==> config.mk <==
export PLATFORM = sky130hd
export DESIGN_NAME = mux_rr_arbiter
export DESIGN_NICKNAME = d
export VERILOG_FILES = /design/src/rtl/mux_rr_arbiter.sv
export SDC_FILE = /design/constraint.sdc
export NUM_CORES = 1
export LEC_CHECK = 0
export ABC_AREA = 1
export BUFFER_PORTS_ARGS = -buffer_cell sky130_fd_sc_hd__clkbuf_2
export CAP_MARGIN = 20
export CORE_UTILIZATION = 50
export DETAILED_ROUTE_END_ITERATION = 10
export PLACE_DENSITY = 0.74
export SYNTH_ARGS = -nofsm -noshare
export SYNTH_HDL_FRONTEND = slang
export SYNTH_HIERARCHICAL = 1
export SYNTH_SLANG_ARGS = --single-unit
==> constraint.sdc <==
create_clock -name CLK -period 1.95 [get_ports CLK]
set_input_delay 0.2925 -clock CLK [delete_from_list [all_inputs] [get_ports CLK]]
set_output_delay 0.2925 -clock CLK [all_outputs]
set_load 0.01 [all_outputs]
==> src/rtl/mux_rr_arbiter.sv <==
// Round-robin arbiter that shares one 2-bit 4:1 multiplexer between four
// requesters. One requester is granted at a time for at most BURST beats.
// The selected word is presented on a VALID/READY output.
//
// Handshake: a beat moves when VALID and READY are both high at a rising
// CLK edge. VALID never drops without a transfer, except on reset. While
// VALID=1 and READY=0, the granted requester holds its data stable.
// READY is don't-care while VALID=0.

// Combinational 2-bit 4:1 multiplexer (datapath).
module multiplexer (
    input  logic [1:0] A,
    input  logic [1:0] B,
    input  logic [1:0] C,
    input  logic [1:0] D,
    input  logic [1:0] SEL,
    output logic [1:0] X
);
    // Route the input chosen by SEL to X.
    always_comb begin
        X = A;
        case (SEL)
            2'd0:    X = A;
            2'd1:    X = B;
            2'd2:    X = C;
            default: X = D;
        endcase
    end
endmodule

module mux_rr_arbiter #(
    parameter int BURST = 2
) (
    input  logic       CLK,
    input  logic       RST,
    input  logic [3:0] REQ,
    input  logic [1:0] A,
    input  logic [1:0] B,
    input  logic [1:0] C,
    input  logic [1:0] D,
    input  logic       READY,
    output logic [1:0] X,
    output logic       VALID,
    output logic [1:0] SEL,
    output logic [3:0] GNT,
    output logic       dbg_state_o,   // 0 = IDLE, 1 = BUSY
    output logic [1:0] dbg_ptr_o      // round-robin priority pointer
);
    typedef enum logic {
        IDLE = 1'b0,
        BUSY = 1'b1
    } state_t;

    localparam logic [4:0] BURST_W = 5'(BURST);

    state_t     state_q, state_d;
    logic [1:0] sel_q, sel_d;
    logic [3:0] gnt_q, gnt_d;
    logic [1:0] ptr_q, ptr_d;
    logic [3:0] cnt_q, cnt_d;

    logic [1:0] mux_x;
    logic [2:0] arb_idle;    // {found, index} scanning from the current pointer
    logic [2:0] arb_next;    // {found, index} scanning from sel_q+1
    logic [1:0] ptr_next;
    logic [4:0] cnt_inc;

    // Scan req from ptr upward, wrapping mod 4. The first set bit wins.
    function automatic logic [2:0] arbitrate(input logic [3:0] req, input logic [1:0] ptr);
        logic [2:0] res;
        logic [1:0] idx;
        res = 3'b000;
        for (int i = 3; i >= 0; i--) begin
            idx = ptr + 2'(i);
            if (req[idx]) res = {1'b1, idx};
        end
        return res;
    endfunction

    multiplexer u_mux (
        .A   (A),
        .B   (B),
        .C   (C),
        .D   (D),
        .SEL (sel_q),
        .X   (mux_x)
    );

    assign VALID       = (state_q == BUSY);
    assign X           = VALID ? mux_x : 2'b00;
    assign SEL         = sel_q;
    assign GNT         = gnt_q;
    assign dbg_state_o = (state_q == BUSY);
    assign dbg_ptr_o   = ptr_q;

    assign ptr_next = sel_q + 2'd1;
    assign arb_idle = arbitrate(REQ, ptr_q);
    assign arb_next = arbitrate(REQ, ptr_next);
    assign cnt_inc  = {1'b0, cnt_q} + 5'd1;

    // Next-state: grant on request, keep or rotate the grant on each transfer.
    always_comb begin
        state_d = state_q;
        sel_d   = sel_q;
        gnt_d   = gnt_q;
        ptr_d   = ptr_q;
        cnt_d   = cnt_q;
        case (state_q)
            IDLE: begin
                if (arb_idle[2]) begin
                    sel_d   = arb_idle[1:0];
                    gnt_d   = 4'b0001 << arb_idle[1:0];
                    cnt_d   = 4'd0;
                    state_d = BUSY;
                end
            end
            BUSY: begin
                if (READY) begin
                    cnt_d = cnt_inc[3:0];
                    if (!(REQ[sel_q] && (cnt_inc < BURST_W))) begin
                        // End of grant: the finished requester drops to lowest priority.
                        ptr_d = ptr_next;
                        if (arb_next[2]) begin
                            sel_d = arb_next[1:0];
                            gnt_d = 4'b0001 << arb_next[1:0];
                            cnt_d = 4'd0;
                        end else begin
                            gnt_d   = 4'b0000;
                            state_d = IDLE;
                        end
                    end
                end
            end
            default: state_d = IDLE;
        endcase
    end

    // State and arbitration registers, cleared asynchronously by RST.
    always_ff @(posedge CLK or posedge RST) begin
        if (RST) begin
            state_q <= IDLE;
            sel_q   <= 2'd0;
            gnt_q   <= 4'd0;
            ptr_q   <= 2'd0;
            cnt_q   <= 4'd0;
        end else begin
            state_q <= state_d;
            sel_q   <= sel_d;
            gnt_q   <= gnt_d;
            ptr_q   <= ptr_d;
            cnt_q   <= cnt_d;
        end
    end
endmodule
Word level (Yosys, flattened, before mapping). Cells that the tools add are included.

Flip-flop bits (word level): 13. Bits in latches: 0. RAM bits: 0. Bits in read-only memories: 0. Input bits: 15. Memories kept: 0.

$add $sub $neg: 8. Multiply operators: 0. Div/mod/pow operators: 0. $lt $le $gt $ge: 10. Equality and inequality tests: 6. Shift operators: 2. Multiplexer cells: 48. Bitwise logic cells: 2. Reduce and logical (&&, ||, !) cells: 6.

Operator list (number): 4-bit 2-to-1 mux (8); 2-bit by 3-bit < comparator with 1-bit output, second input constant (9); 3-bit 2-to-1 mux (8); 1-bit binary-select mux with 2-bit select (9); 4-bit case mux with 2 select lines (2); 1-bit 2-to-1 mux (13); 2-bit 2-to-1 mux (5); 2-bit adder, second input constant (4); 1-bit by 2-bit left shift with 4-bit output, first input constant (2); 2-bit by 1-bit adder with 2-bit output, second input constant (3); 2-bit != test, second input constant (3); 2-bit case mux with 3 select lines (1); 3-bit AND reduction (2); 4-bit by 1-bit adder with 5-bit output, second input constant (1); 5-bit by 2-bit < comparator with 1-bit output, second input constant (1); 2-bit case mux with 2 select lines (1); 4-bit AND reduction (1); 2-bit by 1-bit == test with 1-bit output, second input constant (1); 2-bit == test, second input constant (1); 2-bit zero test (1); 2-bit by 1-bit != test with 1-bit output, second input constant (1); 1-bit inverter (2); 1-bit case mux with 2 select lines (1); 2-bit AND reduction (1); 1-bit logical AND (1).

Longest topological paths before layout.
Depth after elaboration: 13. Mapped depth: 14. Mapped depth without buffers: 13.

Modules after synthesis. The synthesis kept the hierarchy.

By module, submodules not included: mux_rr_arbiter (instances 1, cells an instance 183, area an instance 1192.4 µm²); multiplexer (instances 1, cells an instance 12, area an instance 60.1 µm²).

Least setup slack after synthesis. Ideal clock, no wire load.

Path kind: reg2reg. Start point: register sel_q[0] (netlist: SEL[0]). End point: register gnt_q[1] (netlist: GNT[1]). Setup time: 0.116 ns. Data arrival time: 1.425 ns. Slack: 0.408 ns. Cell stages (with the launch flop): 13. Buffers on the path: 1. Path through: dfrtp_1 > buf_6 > inv_6 > nand2_1 > nand2_1 > nand2_1 > and2_1 > nand3_1 > nand2_1 > nand3b_1 > nand2_1 > nand2_1 > nand2_1.

Word-level cells in the longest chain between the ends: 13. Elaborated cells on any way between the ends: 26.

Ends and longest elaborated chain: from (decl) (line 57) `logic [1:0] sel_q, sel_d;`; from (signal assigned) (line 148) `sel_q <= sel_d;`; 2-bit by 1-bit adder with 2-bit output (line 96) `assign ptr_next = sel_q + 2'd1;`; 2-bit adder (line 74) `idx = ptr + 2'(i);`; 1-bit binary-select mux with 2-bit select (line 75) `if (req[idx]) res = {1'b1, idx};`; 1-bit 2-to-1 mux (not written as such) (line 75); 3-bit 2-to-1 mux (4 in series) (line 75); 1-bit by 2-bit left shift with 4-bit output (line 125) `gnt_d = 4'b0001 << arb_next[1:0];`; 4-bit 2-to-1 mux (line 123) `if (arb_next[2]) begin`; 4-bit 2-to-1 mux (line 120) `if (!(REQ[sel_q] && (cnt_inc < BURST_W))) begin`; 4-bit 2-to-1 mux (line 118) `if (READY) begin`; 4-bit case mux with 2 select lines (line 108) `case (state_q)`; to (signal assigned) (line 149) `gnt_q <= gnt_d;`; to (decl) (line 58) `logic [3:0] gnt_q, gnt_d;`.

Parallel ways exist; a longest one is shown, timed or not. The select of a mux whose other input is x is not followed. A chain may end at the register's enable or synchronous reset.

Final worst setup path.
Start point: register sel_q[0] (netlist: SEL[0]). End point: output port X[0].

Word-level cells in the longest chain between the ends: 3. Elaborated cells on any way between the ends: 5.

Ends and longest elaborated chain: 2-bit == test, or another cell as far along (line 22) `case (SEL)`; 2-bit case mux with 3 select lines * (line 22); named net mux_x[0] (line 62) `logic [1:0] mux_x;`; 2-bit 2-to-1 mux * (line 90) `assign X = VALID ? mux_x : 2'b00;`; to (decl) (line 42) `output logic [1:0] X,`.

Mark *: on every way through the listed nets, which the timed path passes. The rest lies on a longest branch.

==> metrics.txt <==
Syn Nets=211; Slew Viols, Final=0; Post-Route WL=between 2000 and 3000 um; placed insts=248; H-tree Lvls=1; Starting DRT DRC Count=31; status=complete, no violations; most common cell after layout, fill and taps aside=nand2_1; Via density=~5.3; WP data required=1660 ps; Post-Syn Area=1250 um2; Core ar.=around 2300 um2; Synthesis Warnings=6; DR vias=1,343; Detail Route met2 WL=between 1000 and 1500 um; RSZ-0062 raised after global routing=false; Max Cap Violations=0; Worst IR Drop VDD=approximately 0.00098 V; kind of critical path=reg2out; highest metal used=met4; Die Y=52.1 um; Congestion Overflow GR=0; power density over the cells=1780 nW/um2; CP max FO=10; final worst setup slack=142 ps; 1st-pass router iterations=4; GRT Total Usage=0.248; vias in the first global route=about 1,200; Avg WL per Cell=11.5 um; Synth Area per Inst=6.42 um2; Routed Antenna Nets=0; number of remaining DRC errors=0; layout cell share with drive strength beyond 1=0.237; Pleak=0.842 nW; antenna cells=0; WP data arrival=approximately 1500 ps; clk slew on worst S/H paths=80 ps; postcts setup bufs=0; port bufs=26; Top-Level Pins=27; sequential area share after synthesis=0.260; Cell variety after synth=26; dpl hpwl=2360 um; fin crit period=about 1800 ps; first-pass GRT wire length=5020 um; Initial Util=0.550; Filler Cell Count=210; relative slew slack=0.661; CTS tree=done; worst hold slack=10.2 ps; synth-to-layout area growth=14.0%; final setup vio count=0; Startpoint Class=flip-flop; largest net degree at the start of global routing=14; instance count of the mapped netlist=195; met3 wire len=103 um; pre-CTS setup slack=157 ps; most frequent cells in the layout=nand2_1, nand3_1, clkbuf_2; min-delay worst type=in2async; Sink Count=13; Clock Latency Late Sink=270 ps; Setup TNS=0 ps; Clock Path Buffers=2; CTS Buf Count=3; Clock Root Buffer=clkbuf_4; Final Hold Viols=0; wl on met1=1360 um; FF/Latch Area=~330 um2; routability-driven placement congestion ratio=0.919; Slew @ Worst Pin=507 ps; Crit Reg-Reg Startpoint=SEL[1]$_DFFE_PP0P_; Worst Skew=~6.1 ps; Final period util=0.927; footprint of the multi-input gates=800 um2; chip width=52.1 um; Peak Freq=553 MHz; Post-Layout Cell Count=252; Seq cells post-synth=13; die area=between 2000 and 3000 um2; Overall Power=2.54 mW; Nets=between 200 and 250; initial antenna violation count=0; Crit. End Element=output pin; # rows=17; Critical Path Source=SEL[0]$_DFFE_PP0P_
-- cells in the mapped netlist (all sizes together) --
cell type	count	area share
o31ai	1	0.0060
nor2	9	0.045
buf	4	0.033
nand2	92	0.32
dfrtp	13	0.26
o21ai	11	0.050
nand3	29	0.13
xor2	2	0.014
o211ai	1	0.0060
a21oi	2	0.0080
nand3b	1	0.0060
nand4	6	0.030
and2	2	0.010
ha	1	0.010
inv	20	0.066
clkinv	1	0.0030
-- kinds of logic after synthesis --
logic type,Yosys count,synth area share
simple gates,139,0.544
fa+ha+maj,1,0.00999
flops,13,0.260
compound gates,15,0.0699
xor+xnor,2,0.0140
buf+inv,25,0.102
-- sequential cells by signal, indices dropped and copies added, names as in the netlist --
register	count
dbg_ptr_o	2
GNT	4
cnt_q	4
SEL	2
VALID	1
-- worst max-delay path: stages (launching register included) --
cell and delay (ps):
dfrtp_2 500, buf_4 200, inv_1 110, nand3_1 80, nand4_1 110, nand2_1 60
inv_1 60, clkbuf_2 120
-- worst paths after layout --
kind / to / slack, ps / depth (start not counted)
max: X[0] / 140 / 7
min: GNT[2]$_DFFE_PP0P_ / 10 / 2
max reg2reg: GNT[1]$_DFFE_PP0P_ / 250 / 11
min reg2reg: GNT[0]$_DFFE_PP0P_ / 490 / 2
max in group asynchronous: SEL[1]$_DFFE_PP0P_ / 1570 / 2
min in group CLK: VALID$_DFF_PP0_ / 230 / 2
-- area by class of cell --
class,count,share of cell area
clock buffers,4,0.0184
inverters,21,0.0605
multi-input cells,157,0.560
flip-flops and latches,13,0.230
well taps,28,0.0245
repair buffers,29,0.107
-- per-stage QoR --
stage               cell area (um2)   util
finish                         1430  0.627
global route                   1430  0.627
CTS                            1430  0.626
detailed placement             1400  0.615
global placement               1400  0.615
floorplan                      1250      -
-- per-layer routing --
| layer | vias up | global-route usage |
|---|---|---|
| met5 | - | 0 |
| met2 | 31 | 0.447 |
| met1 | 620 | 0.307 |
| li1 | 690 | - |
| met3 | 2 | 0.0439 |
| met4 | 0 | 0.0405 |
-- repair_timing --
item / 4_1_cts / 5_1_grt
setup endpoints to repair: 0 / 5
resized for setup: 0 / 2
hold buffers: 0 / 0
hold endpoints to repair: 0 / 0
-- power breakdown --
part	leakage [nW]	switching, mW	internal [mW]
Sequential	0.162	0.150	0.374
Clock	0.0150	0.0872	0.0793
Combinational	0.665	1.19	0.663
Total	0.842	1.42	1.12
Power figures use the tool's default switching activity.
